$ cat config.mk
export PLATFORM = sky130hd
export DESIGN_NAME = imem_stream_loader_flat
export DESIGN_NICKNAME = d
export VERILOG_FILES = /design/src/rtl/imem_stream_loader_pkg.sv /design/src/rtl/imem_stream_loader_if.sv /design/src/rtl/imem_stream_loader_byte_packer.sv /design/src/rtl/imem_stream_loader.sv /design/src/flat_wrapper.sv
export SDC_FILE = /design/constraint.sdc
export NUM_CORES = 1
export LEC_CHECK = 0
export CORE_UTILIZATION = 30
export DETAILED_ROUTE_END_ITERATION = 8
export GPL_ROUTABILITY_DRIVEN = 1
export PLACE_DENSITY = 0.51
export SKIP_LAST_GASP = 1
export SLEW_MARGIN = 0
export SYNTH_ARGS = -nofsm -noshare
export SYNTH_HDL_FRONTEND = slang
export SYNTH_SLANG_ARGS = --single-unit
$ cat constraint.sdc
create_clock -name clk -period 3.5 [get_ports clk]
set_input_delay 0.35 -clock clk [delete_from_list [all_inputs] [get_ports clk]]
set_output_delay 0.35 -clock clk [all_outputs]
set_load 0.02 [all_outputs]
$ cat src/rtl/imem_stream_loader_pkg.sv
// Shared types and constants for the instruction-memory stream loader.
// Contents: loader FSM state enum, frame constants, datapath widths and
// the packed payload of one instruction-memory write.
package imem_load_pkg;

  localparam int unsigned BYTE_W    = 8;
  localparam int unsigned WORD_W    = 32;
  localparam int unsigned ADDR_W    = 32;
  localparam int unsigned CNT_W     = 16;
  localparam int unsigned HDR_BYTES = 3;

  localparam logic [BYTE_W-1:0] MAGIC_DEFAULT = 8'hA5;

  typedef enum logic [2:0] {
    S_SYNC,
    S_LEN0,
    S_LEN1,
    S_DATA,
    S_DONE,
    S_ERR
  } state_t;

  // One instruction-memory write: byte address plus assembled word
  typedef struct packed {
    logic [ADDR_W-1:0] addr;
    logic [WORD_W-1:0] data;
  } imem_wr_t;

endpackage

$ cat src/rtl/imem_stream_loader_if.sv
// Byte-stream input and instruction-memory write port of the loader.
// master: loader side (consumes bytes, drives the write port and status).
// slave : host/memory side (drives bytes, observes the write port and status).
interface imem_stream_loader_if;
  import imem_load_pkg::*;

  logic              byte_valid;
  logic [BYTE_W-1:0] byte_data;
  logic              byte_ready;
  logic              we;
  logic [WORD_W-1:0] Instrucoes;
  logic [ADDR_W-1:0] ADDR_INST;
  logic              cpu_hold;
  logic              load_done;
  logic              load_err;

  modport master (
    input  byte_valid, byte_data,
    output byte_ready, we, Instrucoes, ADDR_INST, cpu_hold, load_done, load_err
  );

  modport slave (
    output byte_valid, byte_data,
    input  byte_ready, we, Instrucoes, ADDR_INST, cpu_hold, load_done, load_err
  );

endinterface

$ cat src/rtl/imem_stream_loader_byte_packer.sv
// Packs accepted bytes into little-endian 32-bit words.
// Ports: clk, rst (async high), clear (restart at lane 0), in_valid/in_data
// (accepted byte), word_valid_c (high with the 4th byte of a word),
// word_c (assembled word, valid while word_valid_c is high).
module byte_packer
  import imem_load_pkg::*;
(
  input  logic              clk,
  input  logic              rst,
  input  logic              clear,
  input  logic              in_valid,
  input  logic [BYTE_W-1:0] in_data,
  output logic              word_valid_c,
  output logic [WORD_W-1:0] word_c
);

  logic [1:0]        lane;
  logic [WORD_W-1:0] shreg;

  // New bytes enter at the top so the first byte ends up in bits [7:0]
  always_ff @(posedge clk or posedge rst) begin
    if (rst) begin
      lane  <= 2'd0;
      shreg <= '0;
    end else if (clear) begin
      lane  <= 2'd0;
      shreg <= '0;
    end else if (in_valid) begin
      lane  <= 2'(lane + 2'd1);
      shreg <= {in_data, shreg[WORD_W-1:BYTE_W]};
    end
  end

  // Word is completed combinationally so the write can register on the same edge
  assign word_valid_c = in_valid && (lane == 2'd3);
  assign word_c       = {in_data, shreg[WORD_W-1:BYTE_W]};

endmodule

$ cat src/rtl/imem_stream_loader.sv
// Framed byte-stream loader for the instruction memory.
// Frame: MAGIC, CNT_LO, CNT_HI, then 4*N little-endian data bytes; each word is
// written once at BASE_ADDR + 4*index while the CPU is held.
// Ports: clk, rst (async high), bus (master modport: byte stream in, write
// strobe/data/address, cpu_hold, load_done, load_err out).
module imem_stream_loader
  import imem_load_pkg::*;
#(
  parameter logic [ADDR_W-1:0] BASE_ADDR = 32'h0000_0000,
  parameter int unsigned       MAX_WORDS = 1024,
  parameter logic [BYTE_W-1:0] MAGIC     = MAGIC_DEFAULT
) (
  input  logic                 clk,
  input  logic                 rst,
  imem_stream_loader_if.master bus
);

  localparam logic [63:0] LAST_ADDR = 64'(BASE_ADDR) + 64'(MAX_WORDS - 1) * 64'd4;

  // Parameter sanity checks at elaboration
  if (BASE_ADDR[1:0] != 2'b00) begin : g_bad_align
    $error("BASE_ADDR must be 4-byte aligned");
  end
  if ((MAX_WORDS == 0) || (MAX_WORDS > 65535)) begin : g_bad_max
    $error("MAX_WORDS must be in 1..65535");
  end
  if (LAST_ADDR > 64'h0000_0000_FFFF_FFFF) begin : g_bad_wrap
    $error("BASE_ADDR + 4*(MAX_WORDS-1) overflows 32 bits");
  end

  state_t             state_q, state_d;
  logic [BYTE_W-1:0]  cnt_lo_q, cnt_lo_d;
  logic [CNT_W-1:0]   cnt_q, cnt_d;
  logic [CNT_W-1:0]   idx_q, idx_d;
  imem_wr_t           wr_q, wr_d;
  logic               we_q, we_d;
  logic               hold_q, hold_d;
  logic               done_q, done_d;
  logic               err_q, err_d;
  logic               ready_q, ready_d;

  logic               accept_c;
  logic               is_magic_c;
  logic [CNT_W-1:0]   hdr_cnt_c;
  logic               pk_clear_c;
  logic               pk_valid_c;
  logic               pk_word_valid_c;
  logic [WORD_W-1:0]  pk_word_c;

  assign accept_c   = bus.byte_valid && ready_q;
  assign is_magic_c = (bus.byte_data == MAGIC);
  assign hdr_cnt_c  = {bus.byte_data, cnt_lo_q};

  byte_packer u_packer (
    .clk          (clk),
    .rst          (rst),
    .clear        (pk_clear_c),
    .in_valid     (pk_valid_c),
    .in_data      (bus.byte_data),
    .word_valid_c (pk_word_valid_c),
    .word_c       (pk_word_c)
  );

  // State and output registers
  always_ff @(posedge clk or posedge rst) begin
    if (rst) begin
      state_q  <= S_SYNC;
      cnt_lo_q <= '0;
      cnt_q    <= '0;
      idx_q    <= '0;
      wr_q     <= '{addr: BASE_ADDR, data: '0};
      we_q     <= 1'b0;
      hold_q   <= 1'b1;
      done_q   <= 1'b0;
      err_q    <= 1'b0;
      ready_q  <= 1'b0;
    end else begin
      state_q  <= state_d;
      cnt_lo_q <= cnt_lo_d;
      cnt_q    <= cnt_d;
      idx_q    <= idx_d;
      wr_q     <= wr_d;
      we_q     <= we_d;
      hold_q   <= hold_d;
      done_q   <= done_d;
      err_q    <= err_d;
      ready_q  <= ready_d;
    end
  end

  // Next-state and next-output logic
  always_comb begin
    state_d    = state_q;
    cnt_lo_d   = cnt_lo_q;
    cnt_d      = cnt_q;
    idx_d      = idx_q;
    wr_d       = wr_q;
    we_d       = 1'b0;
    hold_d     = hold_q;
    done_d     = done_q;
    err_d      = err_q;
    pk_clear_c = 1'b0;
    pk_valid_c = 1'b0;

    case (state_q)
      S_SYNC: begin
        if (accept_c && is_magic_c) begin
          state_d    = S_LEN0;
          pk_clear_c = 1'b1;
        end
      end
      S_LEN0: begin
        if (accept_c) begin
          cnt_lo_d = bus.byte_data;
          state_d  = S_LEN1;
        end
      end
      S_LEN1: begin
        if (accept_c) begin
          cnt_d      = hdr_cnt_c;
          idx_d      = '0;
          pk_clear_c = 1'b1;
          if (hdr_cnt_c == '0) begin
            state_d = S_DONE;
          end else if (32'(hdr_cnt_c) > 32'(MAX_WORDS)) begin
            state_d = S_ERR;
            err_d   = 1'b1;
          end else begin
            state_d = S_DATA;
          end
        end
      end
      S_DATA: begin
        pk_valid_c = accept_c;
        if (pk_word_valid_c) begin
          we_d      = 1'b1;
          wr_d.data = pk_word_c;
          wr_d.addr = ADDR_W'(BASE_ADDR + (32'(idx_q) << 2));
          idx_d     = CNT_W'(idx_q + 16'd1);
          if (CNT_W'(idx_q + 16'd1) == cnt_q) begin
            state_d = S_DONE;
          end
        end
      end
      S_DONE: begin
        // Done/hold update one cycle after entry; MAGIC re-arms the hold
        if (accept_c && is_magic_c) begin
          state_d = S_LEN0;
          done_d  = 1'b0;
          hold_d  = 1'b1;
        end else begin
          done_d  = 1'b1;
          hold_d  = 1'b0;
        end
      end
      S_ERR: begin
        err_d  = 1'b1;
        hold_d = 1'b1;
      end
      default: begin
        state_d = S_SYNC;
      end
    endcase
  end

  // Ready is registered from the next state so it drops on entry to S_ERR
  assign ready_d = (state_d != S_ERR);

  assign bus.byte_ready = ready_q;
  assign bus.we         = we_q;
  assign bus.Instrucoes = wr_q.data;
  assign bus.ADDR_INST  = wr_q.addr;
  assign bus.cpu_hold   = hold_q;
  assign bus.load_done  = done_q;
  assign bus.load_err   = err_q;

endmodule

$ cat src/flat_wrapper.sv
// flat-port wrapper written by rule: the top's interface ports become plain ports
module imem_stream_loader_flat import imem_load_pkg::*;
#(
  parameter logic [ADDR_W-1:0] BASE_ADDR = 32'h0000_0000,
  parameter int unsigned       MAX_WORDS = 1024,
  parameter logic [BYTE_W-1:0] MAGIC     = MAGIC_DEFAULT
)
  (clk, rst, bus_byte_valid, bus_byte_data, bus_byte_ready, bus_we, bus_Instrucoes, bus_ADDR_INST, bus_cpu_hold, bus_load_done, bus_load_err);
  imem_stream_loader_if bus_i ();
  input  logic clk;
  input  logic rst;
  input wire logic [$bits(bus_i.byte_valid)-1:0] bus_byte_valid;
  input wire logic [$bits(bus_i.byte_data)-1:0] bus_byte_data;
  output wire logic [$bits(bus_i.byte_ready)-1:0] bus_byte_ready;
  output wire logic [$bits(bus_i.we)-1:0] bus_we;
  output wire logic [$bits(bus_i.Instrucoes)-1:0] bus_Instrucoes;
  output wire logic [$bits(bus_i.ADDR_INST)-1:0] bus_ADDR_INST;
  output wire logic [$bits(bus_i.cpu_hold)-1:0] bus_cpu_hold;
  output wire logic [$bits(bus_i.load_done)-1:0] bus_load_done;
  output wire logic [$bits(bus_i.load_err)-1:0] bus_load_err;
  assign bus_i.byte_valid = bus_byte_valid;
  assign bus_i.byte_data = bus_byte_data;
  assign bus_byte_ready = bus_i.byte_ready;
  assign bus_we = bus_i.we;
  assign bus_Instrucoes = bus_i.Instrucoes;
  assign bus_ADDR_INST = bus_i.ADDR_INST;
  assign bus_cpu_hold = bus_i.cpu_hold;
  assign bus_load_done = bus_i.load_done;
  assign bus_load_err = bus_i.load_err;
  imem_stream_loader #(.BASE_ADDR(BASE_ADDR), .MAX_WORDS(MAX_WORDS), .MAGIC(MAGIC)) u_core (.clk(clk), .rst(rst), .bus(bus_i));
endmodule
==> results of run 1 <==
-- cells in the final DEF, fill, tap and decap left out, drive strengths merged, types with 11 or more instances in the layout --
master	n
o21ai	32
clkdlybuf4s50	63
mux2	23
xnor2	11
buf	11
nand3	12
a22o	26
nand2	168
dfrtp	121
nor2	19
clkbuf	19
conb	16
xor2	11
-- critical path, stage by stage (launching register included) --
cell,delay (ns)
dfrtp_1,0.45
nand3_1,0.23
or3_2,0.39
clkinv_1,0.59
nor2_1,0.80
o21ai_0,0.22
o21ai_0,0.11
-- layer usage --
| metal | track usage | share of wire | vias up |
|---|---|---|---|
| li1 | - | - | 1980 |
| met5 | 0 | 0 | - |
| met3 | 0.02980 | 0.033 | 14 |
| met4 | 0.06349 | 0.017 | 0 |
| met1 | 0.2058 | 0.50 | 1969 |
| met2 | 0.2186 | 0.45 | 84 |
-- state kept, by name (all words and copies together), names as in the netlist, 2 cells and up --
signal and cells:
u_core.bus.Instrucoes 32, u_core.cnt_q 16, u_core.bus.ADDR_INST 16, u_core.u_packer.lane 2, u_core.state_q 3, u_core.cnt_lo_q 8
u_core.u_packer.shreg 24, u_core.idx_q 16
-- where the power goes --
group / switching (mW) / internal [mW] / leakage (nW) / total, mW
Combinational: 0.312 / 0.337 / 1.25 / 0.649
Sequential: 0.196 / 1.62 / 1.65 / 1.82
Clock: 0.635 / 1.07 / 0.280 / 1.70
Total: 1.14 / 3.03 / 3.18 / 4.17
-- cells by family (layout without fill, tap and decap cells) --
group	after synthesis	count (layout)	synth area share
AND/OR/NAND/NOR	241	241	0.1925
AO/OA/AOI/OAI	86	86	0.1091
multiplexers	23	23	0.04704
flip-flops	122	122	0.5546
buffers and inverters	53	111	0.05476
adder cells (fa/ha/maj)	3	3	0.006362
XOR/XNOR	22	22	0.03499
other	1	16	0.0006810
-- cell type report --
| type | instances | area (sq um) |
|---|---|---|
| fillers | 1761 | 11070 |
| flip-flops and latches | 122 | 3054 |
| multi-input cells | 391 | 2213 |
| repair buffers | 74 | 725.7 |
| clock buffers | 19 | 442.9 |
| well taps | 229 | 286.5 |
| clock inverters | 13 | 145.1 |
| inverters | 5 | 22.52 |
-- how the worst max path moves through the flow --
stage | from | to | slack, ns | depth (start not counted)
6_report | u_core.state_q[1]$_DFF_PP0_ | u_core.idx_q[11]$_DFFE_PP0P_ | 0.61 | 6
5_1_grt | u_core.state_q[0]$_DFF_PP0_ | u_core.idx_q[10]$_DFFE_PP0P_ | 0.27 | 6
4_1_cts | u_core.state_q[1]$_DFF_PP0_ | u_core.idx_q[4]$_DFFE_PP0P_ | 0.62 | 6
3_5_place_dp | bus_byte_valid | u_core.idx_q[12]$_DFFE_PP0P_ | 0.27 | 7
3_3_place_gp | bus_byte_valid | u_core.idx_q[12]$_DFFE_PP0P_ | 0.32 | 7
2_1_floorplan | u_core.idx_q[0]$_DFFE_PP0P_ | u_core.state_q[1]$_DFF_PP0_ | 1.36 | 7
-- stage by stage --
stage,utilization,std cells
after detailed placement,0.3508,821
after global routing,0.3836,853
after CTS,0.3836,853
after global placement,0.3508,821
final,0.3836,853
after floorplan,-,566
==> impl_results.md, run 1 <==
- Syn-to-layout area delta: 25.13%
- 1st-pass router iterations: 5
- RR Endpoint: u_core.idx_q[11]$_DFFE_PP0P_
- Top-area cell type share of the netlist area: 0.5499
- Worst Tran Pin Value: 0.9103 ns
- Post-route ant nets: 0
- CTS Buffer Depth: 2
- Data arrival time at the worst-slack endpoint: 3.23 ns
- First-pass GRT wire length: 21.24 mm
- Final GP Congestion: 0.7735
- Worst R2R Path Depth: 6
- Grt ovf: 0
- CTS H-Tree Depth: 4
- Yosys top cell by area: dfrtp_1
- Sink Count: 122
- Min Tclk post-route: 2.890 ns
- Post-DR wirelength/cell: 14.95 um
- FMAX: 346.0 MHz
- Power Total: 4.172 mW
- Fin nets: 624
- Die area: 18900 sq um
- CTS tree: built
- Syn avg cell area: 9.994 sq um
- Top post-synthesis cells by count: nand2_1, dfrtp_1, o21ai_0, a22o_1, mux2_2
- Starting Density: 0.3065
- Synthesis Warnings: 0
- Initial antenna violation count: 0
- Critical path class: flop to flop
- Tightest hold margin: 0.4590 ns
- Post-synthesis async set-or-reset flop share: 1.000
- Ant. Diodes: 0
- Final worst slack: 0.6099 ns
- Die width: 137.5 um
- Via/cell ratio: 4.744
- Clock skew: 0.01293 ns
- Die Y: 137.5 um
- Core Footprint: 17960 sq um
- Period utilization: 0.8257
- Post-cts sizing count: 0
- Via count: 4047
- Post-route cell area: 6890 sq um
- MaxCap Viol Count: 0
- Initial DRC count: 150
- Static Leak: 3.180 nW
- I/O pins: 80
- TritonCTS Buffers: 17
- CTS root buffer: clkbuf_16
- Req. time, crit path: 3.84 ns
- Number of port buffers: 63
- Share of cells above drive strength 1: 0.1202
- Total GRT Usage: 0.1469
- Yosys cell types: 54
- Critical path startpoint category: flop
- DP Area: 6302 sq um
- Seq/Total Area, Yosys: 0.5546
- Main flop type after synthesis: dfrtp_1
- Final WL: 12.75 mm
- Most common cell in the netlist: nand2_1
- Clock transition at path regs: 0.06 ns
- Row Count: 49
- Relative slew slack: 0.3918
- Worst-Skew Late Latency: 0.42 ns
- Status: complete, no violations
- Slew Viols, Final: 0
- Setup_tns: 0 ns
- Cts hold-fix bufs: 0
- Flop2flop setup slack: 0.61 ns
- Pre-CTS setup slack: 0.2673 ns
- Peak VDD IR: 0.3992 mV
- Vias in the first global route: 4000
- DP Wirelength: 8.941 mm
- Synth area leaders: dfrtp_1, nand2_1, mux2_2, a22o_1, o21ai_0
- Largest net degree at the start of global routing: 50
- Mapped Cells: 551
- Remaining DRCs: 0
- Number of synthesized flops with an enable pin: 0
- # setup viols final: 0
- CP endpoint kind: flop
- Pwr per Cell Area: 605.5 nW/um^2
- Yosys reg bits: 122
- RSZ-0062 raised after global routing: no
- Post-Syn Area: 5507 sq um
- Final Hold Fails: 0
- R2r startpoint: u_core.state_q[1]$_DFF_PP0_
- Crit-path max FO: 21
- Hold Crit Class: input pin to async pin
- Setup Fix Bufs, Post-CTS: 0
(Power assumes the default switching activity.)
==> inputs of run 2 (changes only) <==
- PLACE_DENSITY: 0.51 -> 0.49
- clock period: 3.5 -> 2.87 ns (I/O delays scaled with it)
==> impl_results.md, run 2 (synthesis gave the netlist of run 1 again) <==
- R2r startpoint: u_core.idx_q[2]$_DFFE_PP0P_
- Core Footprint: 17960 sq um (unchanged)
- RR Endpoint: u_core.state_q[2]$_DFF_PP0_
- # setup viols final: 0 (unchanged)
- 1st-pass router iterations: 7 (+2)
- Register area: 3054 sq um (unchanged)
- Pwr per Cell Area: 778.0 nW/um^2 (+28%)
- Power Total: 5.497 mW (+32%)
- Final Hold Fails: 0 (unchanged)
- Die area: 18900 sq um (unchanged)
- Critical path startpoint category: flop
- Flip-flop count of the largest register after layout: 32 (unchanged)
- DP Wirelength: 8.918 mm (-0.26%)
- Setup_tns: 0 ns (unchanged)
- Clock skew: 0.005035 ns (-0.007893 ns)
- Fin nets: 633 (+1.4%)
- Starting Density: 0.3065 (unchanged)
- Worst Tran Pin Value: 0.7144 ns (-0.1959 ns)
- Part of the power in registers: 0.404 (-0.032)
- Hold Crit Class: input pin to async pin
- CP cell instances: nand4_2, nor4_1, xnor2_1, o2111ai_1, nor4_2, buf_4, nand3b_1
- Most frequent cells in the layout: nand2_1, dfrtp_1, clkdlybuf4s50_1, o21ai_0, a22o_1
- Multi-input logic area: 2216 sq um (+0.11%)
- Sink Count: 122 (unchanged)
- Static Leak: 3.271 nW (+2.8%)
- Syn-to-layout area delta: 28.31%
- Status: complete, but fails checks
- Initial antenna violation count: 0 (unchanged)
- Psw: 1.442 mW (+26%)
- Req. time, crit path: 3.22 ns (-0.62 ns)
- Relative slew slack: 0.5237 (+0.1319)
- Die Y: 137.5 um (unchanged)
- Ant. Diodes: 0 (unchanged)
- FMAX: 399.4 MHz (+15%)
- Clock transition at path regs: 0.06 ns (about the same)
- Final Non-Filler Cells: 862 (+1.1%)
- Min Tclk post-route: 2.504 ns (-0.3866 ns)
- Post-DR wirelength/cell: 15.44 um (+3.3%)
- Final GP Congestion: 0.8358 (+8.1%)
- CTS tree: built
- Largest net degree at the start of global routing: 123 (+150%)
- Placed Cells: 830 (+1.1%)
- Via count: 4085 (+0.94%)
- Data arrival time at the worst-slack endpoint: 2.85 ns (-0.38 ns)
- Worst R2R Path Depth: 7 (+1)
- Commonest non-fill, non-tap cell in the layout: nand2_1
- Peak VDD IR: 0.4190 mV (+5.0%)
- Flop2flop setup slack: 0.37 ns (-0.24 ns)
- Worst Path Buf+Inv: 1 (unchanged)
- Period utilization: 0.8723 (+0.04656)
- Total GRT Usage: 0.1511 (+0.004187)
- Row Count: 49 (unchanged)
- MaxCap Viol Count: 0 (unchanged)
- Grt ovf: 0 (unchanged)
- Number of port buffers: 63 (unchanged)
- Remaining DRCs: 3 (+3)
- Initial DRC count: 277 (+85%)
- Fill cell count: 1743 (-1.0%)
- Worst-Skew Late Latency: 0.41 ns (about the same)
- First-pass GRT wire length: 21.37 mm (+0.62%)
- CP endpoint kind: flop
- CTS root buffer: clkbuf_16
- Post-route ant nets: 0 (unchanged)
- CTS H-Tree Depth: 4 (unchanged)
- RSZ-0062 raised after global routing: no
- CTS Buffer Depth: 2 (unchanged)
- Vias in the first global route: 3932 (-1.7%)
- Setup Fix Bufs, Post-CTS: 0 (unchanged)
- Failing checks: DRC
- Switching share of power: 0.2624 (-0.01171)
- Endpoint of the worst setup timing path: u_core.state_q[2]$_DFF_PP0_
- Logic pwr share: 0.149 (-0.007)
- Share of cells above drive strength 1: 0.1359 (+0.01567)
- I/O pins: 80 (unchanged)
- Setup crit start: u_core.idx_q[2]$_DFFE_PP0P_
- Crit path max-delay cell type: nor4_1
- Die width: 137.5 um (unchanged)
- Critical path class: flop to flop
- Crit-path max FO: 11 (-48%)
- TritonCTS Buffers: 17 (unchanged)
- Pint: 4.055 mW (+34%)
- Final WL: 13.31 mm (+4.4%)
- Critical Path Stages: 7 (+1)
- Crit-path max cell delay: 0.60 ns (-0.20 ns)
- Share of power burned in the clock network: 0.447 (+0.039)
- Slew Viols, Final: 0 (unchanged)
- Crit path max-delay family: simple AND/OR/NAND/NOR gates
- Via/cell ratio: 4.739 (-0.11%)
run 2: changes by cell type in the layout (fill, tap and decap cells not counted), sizes merged:
cell | before | now
buf | 11 | 20
bufinv | 2 | 6
inv | 4 | 5
clkinvlp | 4 | 5
clkinv | 8 | 3
clkbuf | 19 | 18
run 2: through the flow:
step	hold slack (ns)	util	instance area, sq um	setup WS (ns)
after CTS	0.4524	0.3932	7063	0.2277
final	0.3459	0.3933	7066	0.3665
after global routing	0.4671	0.3933	7066	0.1551
after global placement	0.4526	0.3553	6382	0.1307
after detailed placement	0.4615	0.3553	6382	0.04307
after floorplan	0.3924	-	5567	0.7319
run 2: final cells by class:
cell class                      instances  share of cell area
Clock buffer                           18             0.06216
Clock inverter                         14             0.03418
Inverter                                5            0.003188
Multi-Input combinational cell        391              0.3136
Sequential cell                       122              0.4323
Tap cell                              229             0.04055
Timing Repair Buffer                   83              0.1140
run 2: worst min-delay path by stage:
stage	end	slack, ns
after floorplan	u_core.bus.Instrucoes[24]$_DFFE_PP0P_	0.39
after global placement	u_core.bus.load_err$_DFFE_PP0P_	0.45
after CTS	u_core.bus.Instrucoes[21]$_DFFE_PP0P_	0.45
final	u_core.bus.Instrucoes[16]$_DFFE_PP0P_	0.35
after detailed placement	u_core.bus.load_err$_DFFE_PP0P_	0.46
after global routing	u_core.bus.Instrucoes[16]$_DFFE_PP0P_	0.47
run 2: routing by layer:
layer / vias up / track usage / part of all wire
met3: 11 / 0.03495 / 0.048
li1: 2004 / - / -
met5: - / 0 / 0
met4: 0 / 0.05800 / 0.0091
met1: 1969 / 0.2173 / 0.49
met2: 101 / 0.2183 / 0.46
run 2: what timing repair did:
| item | CTS | global route |
|---|---|---|
| hold buffers | 0 | 0 |
| resized for setup | 0 | 1 |
| endpoints found under the setup margin | 0 | 6 |
run 2: power by group through the flow:
stage                     combinational (mW)  sequential, mW  clock, mW
final                                  0.820            2.22       2.46
after global routing                   0.906            2.27       2.59
after CTS                              0.830            2.22       2.51
after detailed placement               0.823            2.25          0
after global placement                 0.803            2.24          0
after floorplan                        0.640            2.18          0
run 2: tightest hold or removal path, cell delays in order:
cell and delay (ns):
clkdlybuf4s50_1 0.44, clkinvlp_4 0.10, buf_12 0.42
==> inputs of run 3 (changes only) <==
- CTS_CLUSTER_SIZE: default -> 24
==> results of run 3 <==
The final DEF is identical to that of run 2; final timing and power are the same.
